[src/rtl/keypad_event_if.sv]
// rtl/keypad_event_if.sv - device-slot bus between the bridge and keypad_event
`timescale 1ns/1ps
interface keypad_event_if;
  logic [2:0]  addr;
  logic        we;
  logic [31:0] din;
  logic [31:0] dout;
  logic        irq;

  modport master (output addr, output we, output din, input dout, input irq);
  modport slave  (input addr, input we, input din, output dout, output irq);
endinterface

[src/rtl/keypad_event.sv]
// rtl/keypad_event.sv - debounced keypad with sticky event flags, event counter and masked irq
`timescale 1ns/1ps
module keypad_event #(
  parameter int NKEYS           = 8,
  parameter int DEBOUNCE_CYCLES = 20000,
  parameter int CNT_W           = 15
) (
  input  logic             clk,
  input  logic             rst,
  input  logic [NKEYS-1:0] user_key,
  keypad_event_if.slave    bus
);

  localparam logic [CNT_W-1:0] CNT_LAST = CNT_W'(DEBOUNCE_CYCLES - 1);

  logic [NKEYS-1:0] s1_q, s2_q;
  logic [NKEYS-1:0] lvl_q, lvl_d, lvl_prev_q;
  logic [CNT_W-1:0] cnt_q [NKEYS];
  logic [CNT_W-1:0] cnt_d [NKEYS];
  logic [NKEYS-1:0] pend_q, pend_d;
  logic [NKEYS-1:0] mask_q, mask_d;
  logic [1:0]       ctrl_q, ctrl_d;
  logic [15:0]      count_q, count_d;
  logic             irq_q;

  logic [NKEYS-1:0] rec;
  logic [3:0]       rec_cnt;
  logic             wr_pend, wr_mask, wr_ctrl, wr_count;
  logic             unused_din;

  assign wr_pend  = bus.we && (bus.addr == 3'd1);
  assign wr_mask  = bus.we && (bus.addr == 3'd2);
  assign wr_ctrl  = bus.we && (bus.addr == 3'd3);
  assign wr_count = bus.we && (bus.addr == 3'd4);
  assign unused_din = ^bus.din[31:NKEYS];

  // Two-flop synchroniser on the inverted keys so that 1 means pressed
  always_ff @(posedge clk or negedge rst) begin
    if (!rst) begin
      s1_q <= '0;
      s2_q <= '0;
    end else begin
      s1_q <= ~user_key;
      s2_q <= s1_q;
    end
  end

  // Debounce: the level flips only after s2 disagrees for DEBOUNCE_CYCLES edges in a row
  always_comb begin
    lvl_d = lvl_q;
    for (int k = 0; k < NKEYS; k++) begin
      cnt_d[k] = '0;
      if (s2_q[k] != lvl_q[k]) begin
        if (cnt_q[k] == CNT_LAST) lvl_d[k] = s2_q[k];
        else                      cnt_d[k] = cnt_q[k] + CNT_W'(1);
      end
    end
  end

  // Debounce state and previous level used for edge detection
  always_ff @(posedge clk or negedge rst) begin
    if (!rst) begin
      lvl_q      <= '0;
      lvl_prev_q <= '0;
      for (int k = 0; k < NKEYS; k++) cnt_q[k] <= '0;
    end else begin
      lvl_q      <= lvl_d;
      lvl_prev_q <= lvl_q;
      for (int k = 0; k < NKEYS; k++) cnt_q[k] <= cnt_d[k];
    end
  end

  // Recorded events: press/release edges gated by CTRL, plus how many occurred
  always_comb begin
    rec = ((lvl_q & ~lvl_prev_q) & {NKEYS{ctrl_q[0]}}) |
          ((~lvl_q & lvl_prev_q) & {NKEYS{ctrl_q[1]}});
    rec_cnt = '0;
    for (int k = 0; k < NKEYS; k++) rec_cnt = rec_cnt + 4'(rec[k]);
  end

  // Register next-state: a new event beats a same-cycle W1C, a COUNT write beats increments
  always_comb begin
    pend_d  = (pend_q & ~(wr_pend ? bus.din[NKEYS-1:0] : '0)) | rec;
    mask_d  = wr_mask ? bus.din[NKEYS-1:0] : mask_q;
    ctrl_d  = wr_ctrl ? bus.din[1:0] : ctrl_q;
    count_d = wr_count ? 16'h0 : count_q + 16'(rec_cnt);
  end

  // Software-visible registers and the registered interrupt
  always_ff @(posedge clk or negedge rst) begin
    if (!rst) begin
      pend_q  <= '0;
      mask_q  <= '0;
      ctrl_q  <= '0;
      count_q <= '0;
      irq_q   <= 1'b0;
    end else begin
      pend_q  <= pend_d;
      mask_q  <= mask_d;
      ctrl_q  <= ctrl_d;
      count_q <= count_d;
      irq_q   <= |(pend_q & mask_q);
    end
  end

  // Combinational read mux; unmapped addresses read zero
  always_comb begin
    bus.dout = '0;
    case (bus.addr)
      3'd0:    bus.dout = 32'(lvl_q);
      3'd1:    bus.dout = 32'(pend_q);
      3'd2:    bus.dout = 32'(mask_q);
      3'd3:    bus.dout = 32'(ctrl_q);
      3'd4:    bus.dout = 32'(count_q);
      default: bus.dout = '0;
    endcase
  end

  assign bus.irq = irq_q;

endmodule
[src/flat_wrapper.sv]
// flat-port wrapper written by rule: the top's interface ports become plain ports
module keypad_event_flat 
#(
  parameter int NKEYS           = 8,
  parameter int DEBOUNCE_CYCLES = 20000,
  parameter int CNT_W           = 15
)
  (clk, rst, user_key, bus_addr, bus_we, bus_din, bus_dout, bus_irq);
  keypad_event_if bus_i ();
  input  logic clk;
  input  logic rst;
  input  logic [NKEYS-1:0] user_key;
  input wire logic [$bits(bus_i.addr)-1:0] bus_addr;
  input wire logic [$bits(bus_i.we)-1:0] bus_we;
  input wire logic [$bits(bus_i.din)-1:0] bus_din;
  output wire logic [$bits(bus_i.dout)-1:0] bus_dout;
  output wire logic [$bits(bus_i.irq)-1:0] bus_irq;
  assign bus_i.addr = bus_addr;
  assign bus_i.we = bus_we;
  assign bus_i.din = bus_din;
  assign bus_dout = bus_i.dout;
  assign bus_irq = bus_i.irq;
  keypad_event #(.NKEYS(NKEYS), .DEBOUNCE_CYCLES(DEBOUNCE_CYCLES), .CNT_W(CNT_W)) u_core (.clk(clk), .rst(rst), .user_key(user_key), .bus(bus_i));
endmodule
[config.mk]
export PLATFORM = sky130hd
export DESIGN_NAME = keypad_event_flat
export DESIGN_NICKNAME = d
export VERILOG_FILES = /design/src/rtl/keypad_event_if.sv /design/src/rtl/keypad_event.sv /design/src/flat_wrapper.sv
export SDC_FILE = /design/constraint.sdc
export NUM_CORES = 1
export LEC_CHECK = 0
export CORE_MARGIN = 4
export CORE_UTILIZATION = 50
export CTS_CLUSTER_DIAMETER = 120
export CTS_CLUSTER_SIZE = 12
export DETAILED_ROUTE_END_ITERATION = 12
export PLACE_DENSITY = 0.71
export SLEW_MARGIN = 15
export SYNTH_ARGS = -nofsm -noshare
export SYNTH_HDL_FRONTEND = slang
export SYNTH_SLANG_ARGS = --single-unit
[constraint.sdc]
create_clock -name clk -period 6.66 [get_ports clk]
set_input_delay 0.999 -clock clk [delete_from_list [all_inputs] [get_ports clk]]
set_output_delay 0.999 -clock clk [all_outputs]
set_load 0.01 [all_outputs]
# --- Word-level counts from Yosys, hierarchy flattened ---
# Index checks and enable logic that the tools add are counted.
# Widths: inputs -> output; s select.
op_classes:
  n_addsub: 16
  eq_ne: 20
  mux: 19
  bitwise_logic: 12
  reduce_logical: 14
ops:
  columns: ["op", "n"]
  rows:
  - ["$mux 15", 16]
  - ["$add 15x1->15 const B", 8]
  - ["$eq 15x15->1 const B", 8]
  - ["$pmux 16 s5", 1]
  - ["$and 8x8->8", 6]
  - ["$not 8->8", 4]
  - ["$add 4x1->4", 6]
  - ["$add 16x4->16", 1]
  - ["$mux 16", 1]
  - ["$or 8x8->8", 2]
  - ["$reduce_and 2->1", 8]
  - ["$mux 8", 1]
  - ["$ne 1x1->1", 8]
  - ["$reduce_or 8->1", 1]
  - ["$eq 3x2->1 const B", 2]
  - ["$logic_and 1x1->1", 4]
  - ["$eq 3x1->1 const B", 1]
  - ["$eq 3x3->1 const B", 1]
  - ["$logic_not 3->1", 1]
  - ["$add 1x1->2", 1]
word_totals:
  input_bits: 46
  out_inout_bits: 33
  regBits: 187
  word_cells: 105

# --- Depth between registers and ports, before layout ---
depth:
  depth_word: 13
  mapped_depth: 18

# --- Least setup slack after synthesis ---
# No wires, ideal clock.
synth_path:
  path_type: "reg2reg"
  start: "register u_core.ctrl_q[0]"
  end: "register u_core.count_q[12]"
  t_arrival_ns: 4.211
  stages_incl_launch_ff: 17
  required_ns: 6.577
  setup_slack_ns: 2.367
  path_cell_list: "dfrtp_1 -> clkbuf_1 -> nand2_1 -> o21ai_0 -> ha_1 -> fa_1 -> inv_1 -> fa_1 -> inv_1 -> fa_1 -> inv_1 -> fa_1 -> fa_1 -> nor2b_1 -> o21ai_1 -> a2111o_1 -> o21ai_0"
synth_between:
  elab_chain_cells: 11
synth_rtl:
  columns: ["element", "line_no", "text"]
  rows:
  - ["start: declaration", "keypad_event.sv:22", "logic [1:0] ctrl_q, ctrl_d;"]
  - ["start signal: assignment", "keypad_event.sv:100", "ctrl_q <= ctrl_d;"]
  - ["$and 8x8->8 *", "keypad_event.sv:75", "rec = ((lvl_q & ~lvl_prev_q) & {NKEYS{ctrl_q[0]}}) |"]
  - ["$or 8x8->8 *", "keypad_event.sv:75", null]
  - ["$add 1x1->2", "keypad_event.sv:78", "for (int k = 0; k < NKEYS; k++) rec_cnt = rec_cnt + 4'(rec[k]);"]
  - ["$add 4x1->4 (5 in a row)", "keypad_event.sv:78", null]
  - ["$add 4x1->4 *", "keypad_event.sv:78", null]
  - ["$add 16x4->16 *", "keypad_event.sv:86", "count_d = wr_count ? 16'h0 : count_q + 16'(rec_cnt);"]
  - ["$mux 16 *", "keypad_event.sv:86", null]
  - ["net u_core.count_d[12]", "keypad_event.sv:23", "logic [15:0] count_q, count_d;"]
  - ["end signal: assignment", "keypad_event.sv:101", "count_q <= count_d;"]
  - ["end: declaration", "keypad_event.sv:23", null]
# The timed path passes the listed nets; every way through them passes the cells marked *.
# A chain may end at the register's enable or synchronous reset.

# --- Final worst setup path ---
layout_path:
  start: "register u_core.ctrl_q[0]"
  end: "register u_core.count_q[14]"
# Same word-level chain as after synthesis.

==> key figures <==
Outcome
  – Outcome: complete, no violations

Power
  – Part of the total power dissipated in sequential elements: 51.7%
  – Combinational Power Share: 5.9%
  – Part of the total power dissipated in the clock network: 42.4%
  – Reported leakage power: 4.46 nW
  – Cell internal power dissipation: 0.00179 W
  – Overall power: 0.00235 W
  – Power spent charging and discharging nets: 0.000560 W
  – VDD IR max: 0.000142 V
  – Power density over the cells: 229 nW/um^2
  – Switching fraction of total power: 23.9%

Timing
  – Clock skew: 0.00993 ns
  – Final hold violation count: 0
  – Slew margin rel.: 25.8%
  – Unrepaired setup endpoints after global routing: false
  – Slew Viols, Final: 0
  – Maximum operating frequency: 214 MHz
  – Post-Route Setup TNS: 0 ns
  – Share of the clock period used by the worst path after layout: 70.2%
  – Transition at the pin with the smallest max-transition slack: 1.10 ns
  – Total setup violations reported at the end of the flow: 0
  – Worst hold margin: 0.349 ns
  – Final critical path time including I/O delays and setup: 4.68 ns

Yosys
  – Yosys synthesis warning count: 0
  – Number of enable flip-flop cells after synthesis: 0
  – Share of async-settable or async-resettable flops after synthesis: 100%
  – Synth unique cells: 51
  – Dominant cell type by area after synthesis: sky130_fd_sc_hd__dfrtp_1
  – Yosys top cell area share: 51.0%
  – Mapped Avg Cell Area: 10.2 sq um
  – Most common flop cell mapped by yosys: sky130_fd_sc_hd__dfrtp_1
  – Post-synthesis instance area: 9180 sq um
  – Cells after Synth: 902
  – Synth area leaders: sky130_fd_sc_hd__dfrtp_1 51%, sky130_fd_sc_hd__xor2_1 6.8%, sky130_fd_sc_hd__nor2_1 5.1%
  – Flop and latch count out of synthesis: 187
  – Part of the Yosys area used for sequential elements: 51.0%

Clock tree
  – Clock root buffer: sky130_fd_sc_hd__clkbuf_16
  – Number of buffers inserted to repair setup after CTS: 0
  – Post-CTS Hold Buffers: 0
  – Clock latency on the worst-skew pair: 0.44 ns
  – Number of H-tree levels: 4
  – Number of clock sinks seen by CTS: 187
  – Cells resized by post-CTS repair: 0
  – Inserted Clock Buffers: 17
  – Number of buffers on the longest clock path: 2
  – Clock Pin Slew Worst Setup and Hold Paths: 0.07 ns
  – TritonCTS clock tree: done

Worst hold path
  – Hold Startpoint: u_core.s1_q[5]
  – Path type of the worst min-delay path: reg -> reg

GRT
  – First-pass GRT wire length: 28800 um
  – Via count of the first global-routing pass: 5901
  – Initial antenna violation count: 2
  – Grt ovf: 0
  – Combined global-route utilization of all metal layers: 17.3%
  – Largest net degree at the start of global routing: 119

Worst setup path
  – Worst R2R Setup Slack: 1.98 ns
  – Arrival time of data at the critical path endpoint: 5.03 ns
  – R2R depth: 15
  – Setup crit end kind: flop
  – Crit path to: u_core.count_q[14]
  – Start point of the critical path: u_core.ctrl_q[0]
  – Endpoint of the worst-slack reg-to-reg timing path: u_core.count_q[14]
  – Startpoint kind of the worst setup timing path: flop
  – Launching point of the worst reg2reg path: u_core.ctrl_q[0]
  – Start-to-end type of the worst setup path: reg -> reg
  – Critical-path maximum fanout: 10
  – CP required: 7.02 ns

Placed design
  – Quantity of I/O buffers inserted on ports: 38
  – Post-DP HPWL: 11400 um
  – Post-Place Cells: 1134
  – Weighted congestion reported at the end of routability-driven placement: 0.804
  – Post-detailed-placement cell area: 9660 sq um

Routing
  – Count of antenna-violating nets left after detailed routing: 0
  – Routed vias: 6319
  – Iter 0 DRT Violations: 366
  – Wirelength, routed: 17200 um
  – Vias/cell: 5.42
  – DRT Pass-1 Iters: 5
  – Wirelength per Cell: 14.8 um
  – Number of remaining DRC errors: 0

Finish
  – Fin area: 10200 sq um
  – Cell Count, Final, Fillers Out: 1166
  – Area delta synth->final: 11.6%
  – Fraction of final layout cells sized beyond drive strength 1: 5.98%
  – # diodes: 0
  – Fin nets: 990

Floorplanning
  – Vertical extent of the die: 143 um
  – Placeable core area: 18000 sq um
  – Starting utilization of the core area: 50.9%
  – Die footprint: 20600 sq um
  – I/O pin count: 79
  – Die extent in x: 143 um
  – Number of core rows: 49

Run
  – Max capacitance violation total: 0
## worst max-delay path: stages, from the launching register on
cell                       delay [ns]
sky130_fd_sc_hd__dfrtp_1         0.59
sky130_fd_sc_hd__nand2_1         0.08
sky130_fd_sc_hd__o21ai_0         0.28
sky130_fd_sc_hd__ha_1            0.30
sky130_fd_sc_hd__fa_1            0.50
sky130_fd_sc_hd__inv_1           0.06
sky130_fd_sc_hd__fa_1            0.50
sky130_fd_sc_hd__inv_1           0.05
sky130_fd_sc_hd__fa_1            0.37
sky130_fd_sc_hd__inv_1           0.08
sky130_fd_sc_hd__fa_1            0.45
sky130_fd_sc_hd__fa_1            0.42
sky130_fd_sc_hd__nor2b_1         0.17
sky130_fd_sc_hd__o21ai_1         0.22
sky130_fd_sc_hd__a2111o_1        0.46
sky130_fd_sc_hd__o21ai_0         0.07
## per-layer routing
layer	vias to the layer above	global-route usage (%)	part of all wire, %
li1	3128	-	-
met1	3073	24.1	47
met2	93	26.9	47
met5	-	0	0.13
met4	4	6.54	1.5
met3	21	3.69	4.1
## sequential cells by signal, indices dropped and copies added (netlist names)
name               cells
u_core.s1_q            8
u_core.cnt_q         120
u_core.mask_q          8
u_core.pend_q          8
u_core.lvl_prev_q      8
u_core.count_q        16
u_core.bus.irq         1
u_core.lvl_q           8
u_core.s2_q            8
u_core.ctrl_q          2
## worst min-delay path by stage
stage                     slack, ns  depth (start not counted)             end
after CTS                      0.35                          0  u_core.s2_q[5]
after detailed placement       0.33                          0  u_core.s2_q[5]
after global routing           0.35                          0  u_core.s2_q[4]
after floorplan                0.33                          0  u_core.s2_q[0]
after global placement         0.33                          0  u_core.s2_q[2]
final                          0.35                          0  u_core.s2_q[5]
## logic make-up after synthesis
logic type / after synthesis / share of synthesized area [%]
AO/OA/AOI/OAI: 68 / 4.76
XOR/XNOR: 111 / 10.6
adder cells (fa/ha/maj): 20 / 3.14
buffers and inverters: 81 / 4.06
flip-flops: 187 / 51.0
multiplexers: 29 / 3.48
other: 1 / 0.0409
AND/OR/NAND/NOR: 405 / 22.9
## synthesized netlist by cell type, types with 2 or more instances
cell	n
sky130_fd_sc_hd__nor4bb_1	4
sky130_fd_sc_hd__nor2b_1	5
sky130_fd_sc_hd__xor2_1	71
sky130_fd_sc_hd__a21o_1	7
sky130_fd_sc_hd__dfrtp_1	187
sky130_fd_sc_hd__ha_1	15
sky130_fd_sc_hd__a2111o_1	2
sky130_fd_sc_hd__o22a_1	7
sky130_fd_sc_hd__o21ai_0	19
sky130_fd_sc_hd__a22oi_1	8
sky130_fd_sc_hd__o22ai_1	4
sky130_fd_sc_hd__nand2_1	71
sky130_fd_sc_hd__mux2_2	19
sky130_fd_sc_hd__nand4_1	48
sky130_fd_sc_hd__nand3b_1	4
sky130_fd_sc_hd__or4_1	2
sky130_fd_sc_hd__and2_1	17
sky130_fd_sc_hd__nand3_1	41
sky130_fd_sc_hd__nor3_1	16
sky130_fd_sc_hd__inv_1	28
sky130_fd_sc_hd__and4_1	28
sky130_fd_sc_hd__nor4_1	11
sky130_fd_sc_hd__mux2i_1	9
sky130_fd_sc_hd__or3_1	7
sky130_fd_sc_hd__nand2b_1	8
sky130_fd_sc_hd__clkbuf_1	33
sky130_fd_sc_hd__a21oi_1	14
sky130_fd_sc_hd__fa_1	5
sky130_fd_sc_hd__xnor2_1	40
sky130_fd_sc_hd__buf_4	16
sky130_fd_sc_hd__nor4b_1	7
sky130_fd_sc_hd__a211oi_1	2
sky130_fd_sc_hd__and3_1	6
sky130_fd_sc_hd__nor2_1	124
## placed cells by master, fill, tap and decap left out, types with 8 or more instances in the layout
cell type and instances:
sky130_fd_sc_hd__a21oi_1 14, sky130_fd_sc_hd__nor3_1 16, sky130_fd_sc_hd__nor4_1 11, sky130_fd_sc_hd__and4_1 28
sky130_fd_sc_hd__conb_1 16, sky130_fd_sc_hd__clkdlybuf4s50_1 37, sky130_fd_sc_hd__xor2_1 71, sky130_fd_sc_hd__nand2_1 71
sky130_fd_sc_hd__o21ai_0 19, sky130_fd_sc_hd__a22oi_1 8, sky130_fd_sc_hd__mux2i_1 9, sky130_fd_sc_hd__dfrtp_1 187
sky130_fd_sc_hd__nand4_1 48, sky130_fd_sc_hd__mux2_2 19, sky130_fd_sc_hd__ha_1 15, sky130_fd_sc_hd__clkbuf_16 17
sky130_fd_sc_hd__nand2b_1 8, sky130_fd_sc_hd__xnor2_1 40, sky130_fd_sc_hd__nand3_1 41, sky130_fd_sc_hd__and2_1 17
sky130_fd_sc_hd__nor2_1 124, sky130_fd_sc_hd__inv_1 28
## cell type report
cell class	count	area (sq um)
Inverter	29	109
Sequential cell	187	4680
Fill cell	1587	7780
Tap cell	229	287
Clock inverter	12	141
Timing Repair Buffer	40	399
Multi-Input combinational cell	649	4190
Clock buffer	20	437
## metrics by stage
| stage | util [%] | setup slack, ns |
|---|---|---|
| 3_3_place_gp | 53.6 | 1.93 |
| 2_1_floorplan | - | 2.37 |
| 3_5_place_dp | 53.6 | 1.98 |
| 4_1_cts | 56.8 | 1.95 |
| 6_report | 56.8 | 1.98 |
| 5_1_grt | 56.8 | 1.70 |
## power groups by stage
stage	Combinational [W]	Sequential, W	Clock [W]
after floorplan	0.0000899	0.00122	0
after global placement	0.000138	0.00123	0
after detailed placement	0.000141	0.00123	0
after CTS	0.000142	0.00121	0.00102
after global routing	0.000155	0.00122	0.00106
final	0.000138	0.00121	0.000996
(Power assumes the default switching activity.)
